===== config.mk =====
export PLATFORM = sky130hd
export DESIGN_NAME = id_stage_pipe
export DESIGN_NICKNAME = d
export VERILOG_FILES = /design/src/rtl/id_stage_pipe_pkg.sv /design/src/rtl/id_stage_pipe_regfile.sv /design/src/rtl/id_stage_pipe.sv
export SDC_FILE = /design/constraint.sdc
export NUM_CORES = 2
export LEC_CHECK = 0
export CORE_MARGIN = 2
export CORE_UTILIZATION = 29
export DETAILED_ROUTE_END_ITERATION = 10
export PLACE_DENSITY = 0.41
export SKIP_LAST_GASP = 1
export SLEW_MARGIN = 20
export SYNTH_ARGS = -nofsm -noshare
export SYNTH_HDL_FRONTEND = slang
export SYNTH_HIERARCHICAL = 1
export SYNTH_SLANG_ARGS = --single-unit

===== constraint.sdc =====
create_clock -name clk -period 2.85 [get_ports clk]
set_input_delay 0.57 -clock clk [delete_from_list [all_inputs] [get_ports clk]]
set_output_delay 0.57 -clock clk [all_outputs]
set_load 0.005 [all_outputs]

===== src/rtl/id_stage_pipe_pkg.sv =====
// Purpose: shared decode constants, control bundle and opcode helpers for the MUSA ID/EX path.
// Latency: n/a (types and pure functions only).
// Backpressure: n/a.
package id_pkg;

  localparam logic [5:0] OP_RTYPE = 6'h00;
  localparam logic [5:0] OP_ADDI  = 6'h08;
  localparam logic [5:0] OP_LW    = 6'h23;
  localparam logic [5:0] OP_SW    = 6'h2B;
  localparam logic [5:0] OP_BEQ   = 6'h04;
  localparam logic [5:0] OP_J     = 6'h02;

  localparam logic [1:0] ALU_ADD   = 2'd0;
  localparam logic [1:0] ALU_SUB   = 2'd1;
  localparam logic [1:0] ALU_FUNCT = 2'd2;

  // Control bundle handed to EX alongside the operands.
  typedef struct packed {
    logic [1:0] alu_op;
    logic       alu_src;
    logic       mem_read;
    logic       mem_write;
    logic       mem_to_reg;
    logic       reg_write;
    logic       branch;
    logic       jump;
  } ctrl_t;

  // Which instruction field names the destination register.
  typedef enum logic [1:0] {
    DEST_NONE,
    DEST_RD,
    DEST_RT
  } dest_sel_e;

  // Unknown opcodes fall through to an all-zero bundle.
  function automatic ctrl_t decode_ctrl(input logic [5:0] op);
    ctrl_t c;
    c = '0;
    c.alu_op = ALU_ADD;
    case (op)
      OP_RTYPE: begin c.alu_op = ALU_FUNCT; c.reg_write = 1'b1; end
      OP_ADDI:  begin c.alu_src = 1'b1; c.reg_write = 1'b1; end
      OP_LW:    begin c.alu_src = 1'b1; c.mem_read = 1'b1; c.mem_to_reg = 1'b1; c.reg_write = 1'b1; end
      OP_SW:    begin c.alu_src = 1'b1; c.mem_write = 1'b1; end
      OP_BEQ:   begin c.alu_op = ALU_SUB; c.branch = 1'b1; end
      OP_J:     c.jump = 1'b1;
      default:  c = '0;
    endcase
    return c;
  endfunction

  // rt is a true source operand only for these formats.
  function automatic logic uses_rt(input logic [5:0] op);
    return (op == OP_RTYPE) || (op == OP_SW) || (op == OP_BEQ);
  endfunction

  function automatic dest_sel_e dest_sel(input logic [5:0] op);
    case (op)
      OP_RTYPE:      return DEST_RD;
      OP_ADDI, OP_LW: return DEST_RT;
      default:       return DEST_NONE;
    endcase
  endfunction

endpackage


===== src/rtl/id_stage_pipe_regfile.sv =====
// Purpose: NREG x XLEN register file, two combinational read ports, one write port, r0 hardwired to 0.
// Latency: reads 0 cycles, writes land at the clock edge.
// Backpressure: none; optional write-to-read bypass under ID_BYPASS_EN.
module regfile_param #(
  parameter int XLEN = 32,
  parameter int NREG = 32,
  parameter int AW   = $clog2(NREG)
) (
  input  logic            clk,
  input  logic            rst_n,
  input  logic            we,
  input  logic [AW-1:0]   waddr,
  input  logic [XLEN-1:0] wdata,
  input  logic [AW-1:0]   raddr0,
  input  logic [AW-1:0]   raddr1,
  output logic [XLEN-1:0] rdata0,
  output logic [XLEN-1:0] rdata1
);

  logic [XLEN-1:0] mem [NREG];

  // Storage: cleared on reset, writes to index 0 dropped.
  always_ff @(posedge clk or negedge rst_n) begin
    if (!rst_n) begin
      for (int i = 0; i < NREG; i++) mem[i] <= '0;
    end else if (we && waddr != '0) begin
      mem[waddr] <= wdata;
    end
  end

  // Read ports; with bypass a same-cycle write is visible to the reader.
  always_comb begin
    rdata0 = (raddr0 == '0) ? '0 : mem[raddr0];
    rdata1 = (raddr1 == '0) ? '0 : mem[raddr1];
`ifdef ID_BYPASS_EN
    if (we && waddr != '0 && waddr == raddr0) rdata0 = wdata;
    if (we && waddr != '0 && waddr == raddr1) rdata1 = wdata;
`endif
  end

endmodule


===== src/rtl/id_stage_pipe.sv =====
// Purpose: MUSA instruction decode; regfile read, imm sign-extend, load-use bubble, ID/EX register (option ID_BYPASS_EN).
// Latency: 1 cycle from accept to ex_* outputs.
// Backpressure: id_ready drops on ex stall, load-use hazard or flush; ID/EX holds while ex_ready=0.
module id_stage_pipe #(
  parameter int XLEN  = 32,
  parameter int NREG  = 32,
  parameter int IMM_W = 16,
  parameter int CNT_W = 16,
  localparam int AW   = $clog2(NREG)
) (
  input  logic             clk,
  input  logic             rst,
  input  logic             if_valid,
  input  logic [31:0]      if_instr,
  input  logic [XLEN-1:0]  if_pc,
  output logic             id_ready,
  input  logic             ex_ready,
  input  logic             flush,
  input  logic             wb_we,
  input  logic [AW-1:0]    wb_addr,
  input  logic [XLEN-1:0]  wb_data,
  output logic             ex_valid,
  output logic [XLEN-1:0]  ex_pc,
  output logic [XLEN-1:0]  ex_rs_data,
  output logic [XLEN-1:0]  ex_rt_data,
  output logic [XLEN-1:0]  ex_imm,
  output logic [AW-1:0]    ex_rs,
  output logic [AW-1:0]    ex_rt,
  output logic [AW-1:0]    ex_dest,
  output logic [25:0]      ex_jump_target,
  output logic [1:0]       ex_alu_op,
  output logic             ex_alu_src,
  output logic             ex_mem_read,
  output logic             ex_mem_write,
  output logic             ex_mem_to_reg,
  output logic             ex_reg_write,
  output logic             ex_branch,
  output logic             ex_jump,
  output logic [CNT_W-1:0] stall_cnt
);
  import id_pkg::*;

  logic [5:0]      op;
  logic [AW-1:0]   rs, rt, rd, dest;
  logic [XLEN-1:0] imm_ext, rs_data, rt_data;
  ctrl_t           ctrl, ex_ctrl;
  logic            hazard, advance, accept;

  assign op      = if_instr[31:26];
  assign rs      = if_instr[21 +: AW];
  assign rt      = if_instr[16 +: AW];
  assign rd      = if_instr[11 +: AW];
  assign imm_ext = {{(XLEN-IMM_W){if_instr[IMM_W-1]}}, if_instr[IMM_W-1:0]};
  assign ctrl    = decode_ctrl(op);

  regfile_param #(.XLEN(XLEN), .NREG(NREG), .AW(AW)) u_rf (
    .clk    (clk),
    .rst_n  (rst),
    .we     (wb_we),
    .waddr  (wb_addr),
    .wdata  (wb_data),
    .raddr0 (rs),
    .raddr1 (rt),
    .rdata0 (rs_data),
    .rdata1 (rt_data)
  );

  // Resolve the destination index; non-writing instructions carry 0.
  always_comb begin
    dest = '0;
    case (dest_sel(op))
      DEST_RD: dest = rd;
      DEST_RT: dest = rt;
      default: dest = '0;
    endcase
  end

  // A load in EX whose result feeds this instruction forces one bubble.
  assign hazard   = ex_valid && ex_ctrl.mem_read && (ex_dest != '0) &&
                    ((ex_dest == rs) || (uses_rt(op) && (ex_dest == rt)));
  assign advance  = !ex_valid || ex_ready;
  assign id_ready = advance && !hazard && !flush;
  assign accept   = if_valid && id_ready;

  // ID/EX register: flush kills, accept loads, otherwise bubble on advance or hold.
  always_ff @(posedge clk or negedge rst) begin
    if (!rst) begin
      ex_valid       <= 1'b0;
      ex_pc          <= '0;
      ex_rs_data     <= '0;
      ex_rt_data     <= '0;
      ex_imm         <= '0;
      ex_rs          <= '0;
      ex_rt          <= '0;
      ex_dest        <= '0;
      ex_jump_target <= '0;
      ex_ctrl        <= '0;
    end else if (flush) begin
      ex_valid <= 1'b0;
    end else if (advance) begin
      ex_valid <= accept;
      if (accept) begin
        ex_pc          <= if_pc;
        ex_rs_data     <= rs_data;
        ex_rt_data     <= rt_data;
        ex_imm         <= imm_ext;
        ex_rs          <= rs;
        ex_rt          <= rt;
        ex_dest        <= dest;
        ex_jump_target <= if_instr[25:0];
        ex_ctrl        <= ctrl;
      end
    end
  end

  // Count bubbles actually inserted for a waiting instruction; sticks at all-ones.
  always_ff @(posedge clk or negedge rst) begin
    if (!rst) begin
      stall_cnt <= '0;
    end else if (if_valid && hazard && advance && !flush && stall_cnt != '1) begin
      stall_cnt <= stall_cnt + 1'b1;
    end
  end

  assign ex_alu_op     = ex_ctrl.alu_op;
  assign ex_alu_src    = ex_ctrl.alu_src;
  assign ex_mem_read   = ex_ctrl.mem_read;
  assign ex_mem_write  = ex_ctrl.mem_write;
  assign ex_mem_to_reg = ex_ctrl.mem_to_reg;
  assign ex_reg_write  = ex_ctrl.reg_write;
  assign ex_branch     = ex_ctrl.branch;
  assign ex_jump       = ex_ctrl.jump;

endmodule


; Word-level counts from Yosys, hierarchy flattened
; Index checks and enable logic that the tools add are counted.
[totals]
ff_bits = 1202
inputBits = 107
output_inout_bits = 196
word_cells = 120
[op_classes]
n_addsub = 1
n_lt_le_gt_ge = 4
n_eq_ne = 10
mux = 22
bitwise_logic = 4
n_reduce_logical = 30
[ops]
columns = operator, count
row1 = $bwmux 1024, 1
row2 = $bmux 32 s5, 2
row3 = $mux 32, 7
row4 = $demux 32 s5, 1
row5 = $ge 6x6->1 const B, 3
row6 = $not 5->6, 3
row7 = $add 16x1->16 const B, 1
row8 = $ne 16x16->1 const B, 1
row9 = $logic_and 1x1->1, 13
row10 = $eq 6x6->1 const B, 2
row11 = $eq 5x5->1, 2
row12 = $logic_not 5->1, 2
row13 = $pmux 5 s2, 1
row14 = $reduce_bool 5->1, 2
row15 = $mux 1, 8
row16 = $pmux 2 s2, 2
row17 = $eq 6x2->1 const B, 1
row18 = $eq 6x3->1 const B, 1
row19 = $eq 6x4->1 const B, 1
row20 = $logic_not 6->1, 1
row21 = $lt 6x1->1 const B, 1
row22 = $reduce_or 3->1, 2
row23 = $logic_or 1x1->1, 4
row24 = $logic_not 1->1, 3
row25 = 6 further kinds, 6

; Depth between registers and ports, before layout
[depth]
depth_word = 12
depth_mapped = 10
mapped_depth_nobuf = 7

; Hierarchy
; The synthesis kept the hierarchy.
[modules_own_cells]
columns = module, instances, cells_per_inst, area_per_inst_um2, seq_area_each_um2
row1 = regfile_param, 1, 3667, 54402.2, 25624.6
row2 = id_stage_pipe, 1, 465, 7145.6, 3803.6

; Worst setup path before layout
; No wires, ideal clock.
[synth_path]
path_kind = input -> register
from = input if_instr[17]
to = register ex_rt_data[24]
setup_ns = 0.125
t_arrival_ns = 2.422
required_ns = 2.725
path_slack_ns = 0.303
path_stages = 8
path_buffers = 3
cell_sequence = buf_2 -> buf_2 -> buf_4 -> mux4_2 -> mux2_2 -> o22ai_1 -> nor3_1 -> mux2_2
[synth_between]
elab_cells_between_ends = 15
cone_classes = 1 x eq/ne / 4 x mux / 1 x bitwise / 9 x reduce/logical
[synth_rtl]
columns = item, line
row1 = from (decl), id_stage_pipe.sv:14  ; input logic [31:0] if_instr,
row2 = $not 5->6 (not written as such), id_stage_pipe_regfile.sv:34  ; rdata1 = (raddr1 == '0) ? '0 : mem[raddr1];
row3 = $bmux 32 s5, id_stage_pipe_regfile.sv:34
row4 = $mux 32 (not written as such) (2 in series), id_stage_pipe_regfile.sv:34
row5 = $mux 32 (*), id_stage_pipe_regfile.sv:34
row6 = named net rt_data[24], id_stage_pipe.sv:45  ; logic [XLEN-1:0] imm_ext, rs_data, rt_data;
row7 = to (signal assigned), id_stage_pipe.sv:105  ; ex_rt_data <= rt_data;
row8 = to (decl), id_stage_pipe.sv:25  ; output logic [XLEN-1:0] ex_rt_data,
; Mark *: on every way through the listed nets, which the timed path passes. The rest lies on a longest branch. The select of a mux whose other input is x is not followed.
; A chain may end at the register's enable or synchronous reset.

; Final worst setup path
[layout_path]
from = register ex_dest[1]
to = output id_ready
[layout_between]
elab_chain_len = 7
elab_cells_between_ends = 10
cone_classes = 2 x eq/ne / 8 x reduce/logical
[layout_rtl]
columns = item, line
row1 = from (decl), id_stage_pipe.sv:29  ; output logic [AW-1:0] ex_dest,
row2 = from (signal assigned), id_stage_pipe.sv:109  ; ex_dest <= dest;
row3 = $eq 5x5->1, id_stage_pipe.sv:80  ; ((ex_dest == rs) || (uses_rt(op) && (ex_dest == rt)));
row4 = $logic_and 1x1->1, id_stage_pipe.sv:80
row5 = $logic_or 1x1->1, id_stage_pipe.sv:80
row6 = $logic_and 1x1->1 (*), id_stage_pipe.sv:79  ; assign hazard = ex_valid && ex_ctrl.mem_read && (ex_dest != '0) &&
row7 = $logic_not 1->1 (*), id_stage_pipe.sv:82  ; assign id_ready = advance && !hazard && !flush;
row8 = $logic_and 1x1->1 (*) (2 in series), id_stage_pipe.sv:82
row9 = to (decl), id_stage_pipe.sv:16  ; output logic id_ready,
; Mark *: on every way between the ends. The rest lies on a longest branch, timed or not.

==> results by group <==
Placed design
  • DP HPWL: about 160,000 um
  • Placed Cells: 7,264
  • IO buf count: slightly above 300
  • Cell Area, Placed: approximately 70,000 um2
  • Placer congestion estimate: a little over 0.8
  • Dpl ws: -0.588 ns

Logic synthesis
  • Synth Cell Area: 61,500 um2
  • #FFs+latches synth: 1,176
  • Area contributors post-synth: dfrtp_1, mux2_2, mux4_2
  • Syn_nets: 4,242
  • Synth top area share: 47.8%
  • Ys async rst share: 100%
  • Avg Inst Size Synth: 14.9 um2
  • EDFF count, synth: 0
  • Unique masters post-synth: 62
  • Synth area leader: dfrtp_1
  • Warnings, synthesis: 6
  • Mapped Cells: 4,132
  • Seq/Total Area, Yosys: 47.8%
  • Ys flop type: dfrtp_1

Worst setup path
  • Crit path from: ex_dest[1]
  • Setup Crit Path Kind: reg -> out
  • Worst-path fanout max: 3
  • CP startpoint kind: flip-flop
  • Worst setup EP type: primary output
  • Critical-path cell list: buf_6 -> xor2_1 -> nor2_1 -> nand4_1 -> a21oi_4 -> nor2_2 -> buf_2
  • R2r worst-path depth: 7
  • Data required, critical path: 2.28 ns
  • Crit path largest cell delay: 0.43 ns
  • Critical Path Sink: id_ready
  • R2r setup slk: around 0.3 ns
  • Reg2reg start: ex_dest[1]
  • Worst path arrival time: 2.25 ns
  • Reg-to-Reg End: ex_rt_data[28]
  • Slowest cell on crit path: dfrtp_1

STA
  • Slew of the pin with the lowest slew margin: 0.791 ns
  • Crit path time final: ~2.8 ns
  • Skew final: 0.0257 ns
  • Final hold vios: 0
  • Final Max Tran Viols: 0
  • Worst rel slew slack: 46.8%
  • Setup TNS: 0 ns
  • Setup ws final: 0.0280 ns
  • Final period util: 99.0%
  • Final setup violation count: 0
  • Max frequency: 354 MHz
  • RSZ-0062 raised after global routing: yes

Die
  • Die Ht: 465 um
  • Top-level I/O count: between 300 and 400
  • Die Span X: around 460 um
  • Core area: 211,000 um2
  • Initial Utilization: just under 30%
  • Total die area: 216,000 um2
  • Rows: 169

Routing
  • Via/cell ratio: approximately 5.3
  • Remaining DRCs: 0
  • WL final: approximately 230,000 um
  • Routed vias: around 40,000
  • DRC marker count from the first detailed-route iteration: 2,510
  • DRT antenna net count: 0
  • First-pass iteration count of the detailed router: 5
  • Avg WL per Cell: 31.0 um

Clocking
  • Max Buffers Root-to-Sink: 3
  • CTS Buf Count: roughly 140
  • Clock sinks: between 1,000 and 1,500
  • H-tree levels: 4
  • Worst-Skew Late Latency: just under 0.8 ns
  • Clock slew at reported path FFs: 0.05 ns
  • Root Driver: clkbuf_16
  • TritonCTS clock tree: yes

Layout
  • Number of flip-flops in the largest register: 1,024
  • Layout cells sized above 1: 50.1%
  • Final non-filler cell total: 7,515
  • Top reg by flops: u_rf/mem
  • Final Cell Area: about 77,000 um2
  • Fin nets: 4,703
  • Layout Area Growth over Synthesis: 24.4%
  • Final core occ: between 30% and 40%

Global route
  • Largest net degree at the start of global routing: 132
  • Total track usage: 21.5%
  • Total gr overflow: 0
  • Vias in the first global route: 42,300
  • First-pass GRT wire length: 335,000 um
  • Initial antenna violation count: 10

Status
  • Outcome: completed

Min path
  • Hold Startpoint: if_instr[18]
  • Hold WC Path Type: in -> reg
  • Hold depth: 3

Power
  • PD cells: 678 nW/um2
  • Lkg Pwr: 33.0 nW
  • Peak supply drop: 0.000689 V

Flow run
  • Maxcap violations: 0
cell families (layout without fill, tap and decap cells):
| logic type | Yosys count | count (layout) | synth area share [%] |
|---|---|---|---|
| AO/OA/AOI/OAI | 368 | 368 | 4.61 |
| XOR/XNOR | 25 | 25 | 0.356 |
| adder cells (fa/ha/maj) | 3 | 3 | 0.0610 |
| buffers and inverters | 503 | 1063 | 4.21 |
| flip-flops | 1176 | 1176 | 47.8 |
| multiplexers | 1819 | 1819 | 40.8 |
| other | 0 | 2 | 0 |
| AND/OR/NAND/NOR | 238 | 238 | 2.18 |
how the worst min path moves through the flow:
stage | slack (ns) | to
final | 0.24 | ex_dest[2]
after global routing | 0.24 | ex_dest[2]
after CTS | 0.17 | ex_dest[2]
after detailed placement | 0.39 | u_rf/mem[998]
after global placement | 0.39 | u_rf/mem[1009]
after floorplan | 0.27 | ex_alu_op[0]
power by group:
group          switching (mW)  internal (mW)  total (mW)  leakage, nW
Sequential               2.60           19.9        22.5         15.0
Combinational            4.14           6.88        11.0         15.7
Clock                    7.46           10.9        18.4         2.28
Total                    14.2           37.7        51.9         33.0
routing by layer:
layer	up-vias	GRT usage [%]	wire length, um
met4	0	6.15	6330
met3	283	2.77	8710
met5	-	0	0
met2	1015	35.2	112000
li1	16800	-	-
met1	21900	29.6	106000
synth_stat cells, types with 7 or more instances:
| cell type | instances |
|---|---|
| dfrtp_1 | 1176 |
| mux2_2 | 1055 |
| mux4_2 | 404 |
| mux2i_1 | 253 |
| clkbuf_1 | 229 |
| buf_2 | 118 |
| mux2_4 | 100 |
| a22oi_1 | 71 |
| buf_4 | 70 |
| a211oi_1 | 60 |
| a22o_1 | 54 |
| buf_1 | 51 |
| o22ai_1 | 48 |
| nor3_1 | 47 |
| nor2b_1 | 46 |
| a21oi_1 | 36 |
| nand2_1 | 29 |
| o221ai_1 | 27 |
| nor2_1 | 26 |
| xor2_1 | 20 |
| a2111oi_1 | 19 |
| nor4_1 | 19 |
| and2_1 | 17 |
| buf_6 | 15 |
| o32ai_1 | 15 |
| a2111oi_0 | 14 |
| nand3_1 | 12 |
| buf_12 | 11 |
| nand2b_1 | 8 |
| inv_1 | 7 |
| mux2_1 | 7 |
placed cells by master, fill, tap and decap left out, types with 10 or more instances in the layout:
cell,instances
a2111oi_0,13
a2111oi_1,20
a211oi_1,60
a21oi_1,35
a22o_1,54
a22oi_1,71
and2_1,15
buf_12,176
buf_4,333
clkbuf_1,34
clkbuf_16,149
clkbuf_8,35
clkdlybuf4s50_1,291
clkinv_2,13
dfrtp_1,1174
mux2_2,1055
mux2_4,100
mux2i_1,253
mux4_2,404
nand2_1,16
nand2_4,11
nand3_1,10
nor2_1,11
nor2_4,14
nor2b_1,40
nor3_1,46
nor4_1,17
o221ai_1,27
o22ai_1,48
o32ai_1,15
xor2_1,20
per-stage QoR:
step	hold slack, ns	power (mW)
2_1_floorplan	0.274	28.9
3_3_place_gp	0.387	33.7
3_5_place_dp	0.390	33.9
4_1_cts	0.174	52.6
5_1_grt	0.236	54.3
6_report	0.236	51.9
layout make-up:
type	instances	area [um2]
inverters	8	30.0
well taps	2821	3530
fillers	20200	135000
repair buffers	811	9050
clock inverters	27	327
flip-flops and latches	1176	29400
clock buffers	217	4320
multi-input cells	2453	29800
diodes	2	5.00
timing repair:
| item | CTS | global route |
|---|---|---|
| buffers inserted | 2 | 2 |
| pin swaps | 4 | 1 |
| hold buffers | 1 | 0 |
| endpoints found under the setup margin | 1 | 2 |
| gates resized for setup | 12 | 1 |
| endpoints found under the hold margin | 195 | 0 |
worst max-delay path: cells and delay by family, from the launching register on:
kind                   cells  cell delay [ns]
XOR/XNOR                   1             0.17
AO/OA/AOI/OAI              1             0.22
flip-flops                 1             0.43
buffers and inverters      2             0.28
AND/OR/NAND/NOR            3             0.39
Power figures use the tool's default switching activity.
